`src/rtl/mul_arbiter.sv`:
```
// mul_arbiter: round-robin share of one external 4x4 multiplier
// between two requesters, result returned over valid/ready.
module mul_arbiter #(
  parameter int unsigned WAIT_CYCLES = 1
) (
  input  logic       iClock,
  input  logic       iReset_n,
  input  logic       iReq0,
  input  logic [3:0] iA0,
  input  logic [3:0] iB0,
  output logic       oAck0,
  input  logic       iReq1,
  input  logic [3:0] iA1,
  input  logic [3:0] iB1,
  output logic       oAck1,
  output logic [3:0] oMulA,
  output logic [3:0] oMulB,
  input  logic [7:0] iMulY,
  output logic       oValid,
  output logic [7:0] oResult,
  output logic       oId,
  input  logic       iReady,
  output logic       oBusy
);

  typedef enum logic [1:0] {
    IDLE = 2'd0,
    WAIT = 2'd1,
    DONE = 2'd2
  } state_t;

  localparam logic [3:0] CNT_INIT = 4'(WAIT_CYCLES - 1);

  state_t     state;
  logic [3:0] cnt;
  logic       rrLast;
  logic       gnt;
  logic       anyReq;
  logic       winner;

  // pick the winner: lone requester, or the one not served last
  always_comb begin
    winner = 1'b0;
    anyReq = iReq0 | iReq1;
    unique case (1'b1)
      (iReq0 && iReq1):  winner = ~rrLast;
      (iReq1 && !iReq0): winner = 1'b1;
      default:           winner = 1'b0;
    endcase
  end

  // arbitration FSM with registered acks, operands and result
  always_ff @(posedge iClock or negedge iReset_n) begin
    if (!iReset_n) begin
      state   <= IDLE;
      cnt     <= '0;
      rrLast  <= 1'b1;
      gnt     <= 1'b0;
      oAck0   <= 1'b0;
      oAck1   <= 1'b0;
      oMulA   <= '0;
      oMulB   <= '0;
      oValid  <= 1'b0;
      oResult <= '0;
      oId     <= 1'b0;
      oBusy   <= 1'b0;
    end else begin
      oAck0 <= 1'b0;
      oAck1 <= 1'b0;
      case (state)
        IDLE: begin
          if (anyReq) begin
            oMulA  <= winner ? iA1 : iA0;
            oMulB  <= winner ? iB1 : iB0;
            gnt    <= winner;
            rrLast <= winner;
            cnt    <= CNT_INIT;
            oAck0  <= ~winner;
            oAck1  <= winner;
            oBusy  <= 1'b1;
            state  <= WAIT;
          end
        end
        WAIT: begin
          if (cnt != 4'd0) begin
            cnt <= cnt - 4'd1;
          end else begin
            oResult <= iMulY;
            oId     <= gnt;
            oValid  <= 1'b1;
            state   <= DONE;
          end
        end
        DONE: begin
          if (iReady) begin
            oValid <= 1'b0;
            oBusy  <= 1'b0;
            state  <= IDLE;
          end
        end
        default: begin
          oValid <= 1'b0;
          oBusy  <= 1'b0;
          state  <= IDLE;
        end
      endcase
    end
  end

endmodule

```
`config.mk`:
```
export PLATFORM = sky130hd
export DESIGN_NAME = mul_arbiter
export DESIGN_NICKNAME = d
export VERILOG_FILES = /design/src/rtl/mul_arbiter.sv
export SDC_FILE = /design/constraint.sdc
export NUM_CORES = 1
export LEC_CHECK = 0
export ABC_CLOCK_PERIOD_IN_PS = 1850
export CAP_MARGIN = 15
export CORE_MARGIN = 2
export CORE_UTILIZATION = 43
export CTS_BUF_LIST = sky130_fd_sc_hd__clkbuf_16
export CTS_CLUSTER_SIZE = 10
export DETAILED_ROUTE_END_ITERATION = 10
export PLACE_DENSITY = 0.79
export SETUP_SLACK_MARGIN = 0.1
export SLEW_MARGIN = 15
export SYNTH_ARGS = -nofsm -noshare
export SYNTH_HDL_FRONTEND = slang
export SYNTH_SLANG_ARGS = --single-unit
export TNS_END_PERCENT = 30
```
`constraint.sdc`:
```
create_clock -name iClock -period 1.85 [get_ports iClock]
set_input_delay 0.37 -clock iClock [delete_from_list [all_inputs] [get_ports iClock]]
set_output_delay 0.37 -clock iClock [all_outputs]
set_load 0.005 [all_outputs]
```
==> results by group, run 1 <==
Detailed routing
  • DR pass1 iterations: 4
  • Initial DRC Count: 16
  • Routed WL per cell: 15.5 µm
  • Total wire length: ~2.9 mm
  • DRC Markers: 0
  • Routed vias: 977
  • Vias/cell: between 5 and 6
  • Routed Antenna Nets: 0

STA
  • Max-slew headroom: roughly 69%
  • Part of the cycle the worst path needs: between 80% and 90%
  • Peak Freq: 611 MHz
  • Finish-stage setup viols: 0
  • RSZ-0062 raised after global routing: false
  • Sum of negative setup slack: 0 ns
  • Clock Skew: about 0.0054 ns
  • Pins Over Slew Limit: 0
  • Measured slew at the worst slew-check pin: 0.468 ns
  • Minimum clock period after layout: 1.64 ns
  • Final hold vios: 0

Power and ir drop
  • Tot Pwr: ~3.3 mW
  • Switch Pwr: approximately 950 µW
  • Sw frac: ~29%
  • Power share of the clock group: 22.5%
  • Max IR drop VDD: roughly 1400 µV
  • Logic pwr share: approximately two fifths
  • Internal power: about 2.3 mW
  • Seq pwr share: 35.6%
  • LEAKAGE: between 0.8 and 0.9 nW
  • Pwr per Cell Area: ~1600 nW/µm²

Cells and area
  • Most frequent cells in the layout: 49 x clkdlybuf4s50_1, 28 x dfrtp_1, 13 x mux2_2, 7 x nand2_1, 6 x buf_4
  • Layout area overhead: 54.7%
  • Layout cells sized above 1: roughly a quarter
  • Commonest non-fill, non-tap cell in the layout: clkdlybuf4s50_1
  • Final nets: 186
  • # diodes: 0

Global route
  • Global-route wire length before repair: a little under 5 mm
  • Tot GR Track Use: between 10% and 20%
  • Vias in the first global route: ~1100
  • Total congestion overflow: 0
  • Pin count of the biggest net entering global routing: 30
  • Grt met2 use: between 30% and 40%
  • Antenna violations before repair: 0
  • Met1 Use GR: 21.6%
  • Met3 global-route usage: approximately 7%
  • GR peak layer: met2

Setup path
  • Crit Path Max Fanout: 11
  • CP arrival: 1.78 ns
  • Startpoint Class: flop
  • Reg-to-reg setup timing slack: approximately 0.21 ns
  • FF-to-FF path depth: 6
  • Reg2reg start: cnt[0]
  • R2R Path End: oResult[6]
  • Data required time at the worst endpoint: 1.99 ns
  • Worst Setup Path Type: reg -> reg
  • Element type at the critical path end: flop

Clock tree
  • TritonCTS Sinks: 29
  • Clock-pin slew on the worst setup and hold paths: roughly 0.050 ns
  • Total CTS buffers: 5
  • Hold_buf cts: 0
  • H-tree depth: 2
  • Worst-Skew Late Latency: around 0.27 ns
  • CTS tree: built
  • Cts repair resizes: 0
  • Buffers inserted by post-CTS timing repair: 0
  • Root Buffer: clkbuf_16
  • CTS Buffer Depth: 2

Status
  • Run status: complete, no violations

Floorplan
  • Io pins: 50
  • Full die area: roughly 3400 µm²
  • Row count: 19
  • Core box area: 2780 µm²
  • Die Height: 58.5 µm
  • Chip width: 58.5 µm
  • Initial Utilization: 45.9%

Synth
  • Synth area leader: dfrtp_1
  • Cells after synthesis: 96
  • Synth warnings: 0
  • Syn Std Cell Area: approximately 1300 µm²
  • Leading post-synthesis cells by cell area: dfrtp_1 55%, mux2_2 11%, mux2_4 4.7%, a221o_1 3.1%, dfstp_2 2.1%
  • Register area share after synthesis: between 50% and 60%
  • Synthesized area per cell: roughly 13 µm²
  • Post-synth top area share: 54.8%
  • Synthesized Nets: roughly 130
  • Synth cell types: 28
  • Number of synthesized register bits: 29

Place
  • GP Congestion: 0.749
  • Buffers on Ports: between 40 and 50
  • Post-detail-place hpwl: between 2 and 2.5 mm

Flow run
  • MaxCap Viol Count: 0

Hold path
  • Hold crit path type: in -> async
-- layout make-up --
class / instances / area, µm²
fillers: 197 / 806
flip-flops and latches: 29 / 727
repair buffers: 55 / 536
multi-input cells: 62 / 529
clock buffers: 5 / 125
well taps: 31 / 38.8
clock inverters: 3 / 12.5
inverters: 2 / 7.51
-- per-layer routing --
metal / part of all wire, % / up-vias
met5: 0 / -
met4: 0.45 / 0
met3: 5.6 / 2
met2: 54 / 36
met1: 40 / 477
li1: - / 462
-- sequential cells by signal (all words and copies together), names as in the netlist --
| register | flops |
|---|---|
| oValid | 1 |
| gnt | 1 |
| cnt | 4 |
| oMulB | 4 |
| state | 2 |
| oResult | 8 |
| oAck1 | 1 |
| oId | 1 |
| oBusy | 1 |
| oAck0 | 1 |
| oMulA | 4 |
| rrLast | 1 |
-- power by group through the flow --
stage	Combinational (mW)	Clock (mW)	Sequential [mW]
global route	1.49	0.782	1.19
floorplan	0.678	0	1.14
CTS	1.39	0.747	1.16
detailed placement	1.37	0	1.16
finish	1.37	0.732	1.16
global placement	1.32	0	1.14
-- how the worst max path moves through the flow --
stage | endpoint | from | cells after the start
4_1_cts | oId | cnt[0] | 6
2_1_floorplan | oResult[0] | cnt[0] | 6
3_5_place_dp | oMulA[2] | iReq1 | 4
3_3_place_gp | oMulA[1] | iReq1 | 4
5_1_grt | oId | cnt[0] | 6
6_report | oResult[6] | cnt[0] | 6
-- through the flow --
step                utilization [%]  setup slack [ns]  area [µm²]  hold WS (ns)  cells
finish                         71.0             0.214        1980         0.479    187
floorplan                         -             0.357        1280        0.0744     96
global route                   71.0             0.124        1980         0.516    187
CTS                            71.0             0.202        1980         0.489    187
global placement               66.1            0.0464        1840         0.458    179
detailed placement             66.1           -0.0372        1840         0.487    179
-- cell usage after synthesis --
cell type and instances:
a31o_2 1, ha_1 2, nor2_1 3, mux2_4 4
a21o_1 2, nor3b_1 1, nand2_1 7, inv_1 2
nor3_1 3, or2_2 1, a21boi_2 1, dfrtp_1 28
xnor2_1 1, nor3_4 1, mux2_2 13, buf_2 2
nand3b_1 2, mux2i_1 2, clkbuf_1 1, a21bo_4 1
o21ai_2 1, dfstp_2 1, o21ai_0 5, and3_1 4
or3b_1 1, nor2_2 1, a221o_1 4, nor2b_1 1
-- cell families after synthesis --
logic type / Yosys count / share of synthesized area (%)
flops: 29 / 56.9
simple gates: 25 / 11.3
compound gates: 15 / 9.79
fa+ha+maj: 2 / 1.96
xor+xnor: 1 / 0.686
mux: 19 / 17.7
buf+inv: 5 / 1.67
-- worst max-delay path: stages (launching register included) --
cell and delay, ns:
dfrtp_1 0.40, inv_1 0.09, ha_1 0.16, nor3b_1 0.27
nand3b_1 0.11, buf_4 0.19, mux2_2 0.28
No activity file was read; power rests on OpenSTA's default activity.
==> run 2: changes to the inputs <==
--- a/config.mk
+++ b/config.mk
@@ -5,14 +5,14 @@
 export SDC_FILE = /design/constraint.sdc
 export NUM_CORES = 1
 export LEC_CHECK = 0
-export ABC_CLOCK_PERIOD_IN_PS = 1850
+export ABC_CLOCK_PERIOD_IN_PS = 1900
 export CAP_MARGIN = 15
 export CORE_MARGIN = 2
-export CORE_UTILIZATION = 43
+export CORE_UTILIZATION = 46
 export CTS_BUF_LIST = sky130_fd_sc_hd__clkbuf_16
 export CTS_CLUSTER_SIZE = 10
 export DETAILED_ROUTE_END_ITERATION = 10
-export PLACE_DENSITY = 0.79
+export PLACE_DENSITY = 0.84
 export SETUP_SLACK_MARGIN = 0.1
 export SLEW_MARGIN = 15
 export SYNTH_ARGS = -nofsm -noshare
==> constraint.sdc (replaced) <==
create_clock -name iClock -period 1.9 [get_ports iClock]
set_input_delay 0.38 -clock iClock [delete_from_list [all_inputs] [get_ports iClock]]
set_output_delay 0.38 -clock iClock [all_outputs]
set_load 0.005 [all_outputs]
==> run 2 against run 1 <==
  * Sequential share of layout area barely moved
  * Fmax rose by 0.84%
  * Largest power group unchanged
  * Setup slack improved by 0.064 ns
  * Critical path type unchanged
  * Power fell by 0.71%
==> results by group, run 2 (synthesis gave the netlist of run 1 again) <==
Floorplan
  • Chip width: 56.7 µm
  • Die Height: ~57 µm
  • Io pins: 50
  • Row count: 19
  • Core box area: 2690 µm²
  • Initial Utilization: 47.6%
  • Full die area: between 3000 and 4000 µm²

Place
  • Pre-CTS WS: a little over 0.06 ns
  • # placed instances: ~180
  • Post-detail-place hpwl: 2.18 mm
  • GP Congestion: 0.761
  • Buffers on Ports: approximately 50

Cells and area
  • Count of non-filler cells in the finished layout: 186
  • Fin util: ~73%
  • Layout cells sized above 1: 24.5%
  • Top reg by flops: oResult
  • Final nets: roughly 190
  • Layout area overhead: 54.5%
  • # fillers: 178
  • Max reg flops: 8
  • # diodes: 0
  • Commonest non-fill, non-tap cell in the layout: clkdlybuf4s50_1
  • Most frequent cells in the layout: 49 x clkdlybuf4s50_1, 28 x dfrtp_1, 13 x mux2_2, 7 x nand2_1

Setup path
  • Startpoint Class: flop
  • Setup crit start: cnt[0]
  • R2R Path End: oResult[0]
  • Reg2reg start: cnt[0]
  • Element type at the critical path end: flop
  • Crit Path Max Fanout: 11
  • CP arrival: 1.78 ns
  • Worst Setup EP: oResult[0]
  • FF-to-FF path depth: 6
  • Worst Setup Path Type: reg -> reg
  • Reg-to-reg setup timing slack: roughly 0.28 ns
  • Data required time at the worst endpoint: just over 2 ns

Power and ir drop
  • Tot Pwr: about 3.2 mW
  • LEAKAGE: just under 0.9 nW
  • Pwr per Cell Area: approximately 1600 nW/µm²
  • Max IR drop VDD: about 1500 µV

STA
  • Pins Over Slew Limit: 0
  • Peak Freq: between 600 and 700 MHz
  • Sum of negative setup slack: 0 ns
  • Clock Skew: roughly 0.0045 ns
  • Finish-stage setup viols: 0
  • RSZ-0062 raised after global routing: false
  • Max-slew headroom: a little over 70%
  • Final hold vios: 0
  • Minimum clock period after layout: 1.62 ns
  • Part of the cycle the worst path needs: a little under nine tenths
  • Final setup margin: 0.277 ns
  • Measured slew at the worst slew-check pin: roughly 0.41 ns

Status
  • Run status: complete, no violations

Clock tree
  • CTS tree: built
  • Root Buffer: clkbuf_16
  • H-tree depth: 2
  • TritonCTS Sinks: 29
  • CTS Buffer Depth: 2
  • Hold_buf cts: 0
  • Total CTS buffers: 5
  • Worst-Skew Late Latency: approximately 0.28 ns
  • Cts repair resizes: 0
  • Buffers inserted by post-CTS timing repair: 0
  • Clock-pin slew on the worst setup and hold paths: approximately 0.050 ns

Hold path
  • Hold crit path type: in -> async

Detailed routing
  • Initial DRC Count: 45
  • Routed Antenna Nets: 0
  • DRC Markers: 0
  • Total wire length: ~3.1 mm
  • Routed vias: around 1000
  • DR pass1 iterations: 4
  • Vias/cell: 5.41
  • Routed WL per cell: about 17 µm

Global route
  • Global-route wire length before repair: between 5 and 6 mm
  • Tot GR Track Use: 22.2%
  • Pin count of the biggest net entering global routing: 30
  • Antenna violations before repair: 0
  • Vias in the first global route: about 1100
  • Total congestion overflow: 0

Flow run
  • MaxCap Viol Count: 0
run 2: cell count changes in the layout (fill, tap and decap cells not counted):
cell / delta
clkinv_1: -2
clkinv_2: +1
buf_4: -1
clkinvlp_4: +1
run 2: power by group:
group	total, mW	switching [mW]	internal, mW
clock network	0.757	0.279	0.479
logic	1.34	0.493	0.843
registers	1.14	0.214	0.926
run 2: stage by stage:
step                instance area [µm²]  hold WS [ns]
floorplan                          1280        0.0844
global placement                   1830         0.461
detailed placement                 1830         0.471
CTS                                1970         0.484
global route                       1970         0.522
finish                             1970         0.483
run 2: metal layers:
layer | global-route usage [%] | share of wire [%] | vias up
met3 | 7.60 | 4.6 | 9
met1 | 26.3 | 39 | 507
li1 | - | - | 462
met2 | 37.5 | 55 | 28
met4 | 7.48 | 2.0 | 0
met5 | 0 | 0 | -
run 2: layout make-up:
cell class                 instances  area (µm²)  area share (%)
sequential                        29         727            36.8
multi-input combinational         62         529            26.8
timing repair buffer              54         528            26.8
clock buffer                       5         125            6.34
tap                               31        38.8            1.97
clock inverter                     3        17.5           0.888
inverter                           2        7.51           0.380
run 2: how the worst min path moves through the flow:
| stage | from | to |
|---|---|---|
| floorplan | iReset_n | cnt[0] |
| global placement | oValid | oValid |
| detailed placement | oBusy | oBusy |
| CTS | oBusy | oBusy |
| global route | iReset_n | oResult[0] |
| finish | iReset_n | oValid |
run 2: worst max-delay path: stages, from the launching register on:
cell and delay (ns):
dfrtp_1 0.40, inv_1 0.09, ha_1 0.16, nor3b_1 0.25
nand3b_1 0.12, buf_4 0.20, mux2_2 0.29
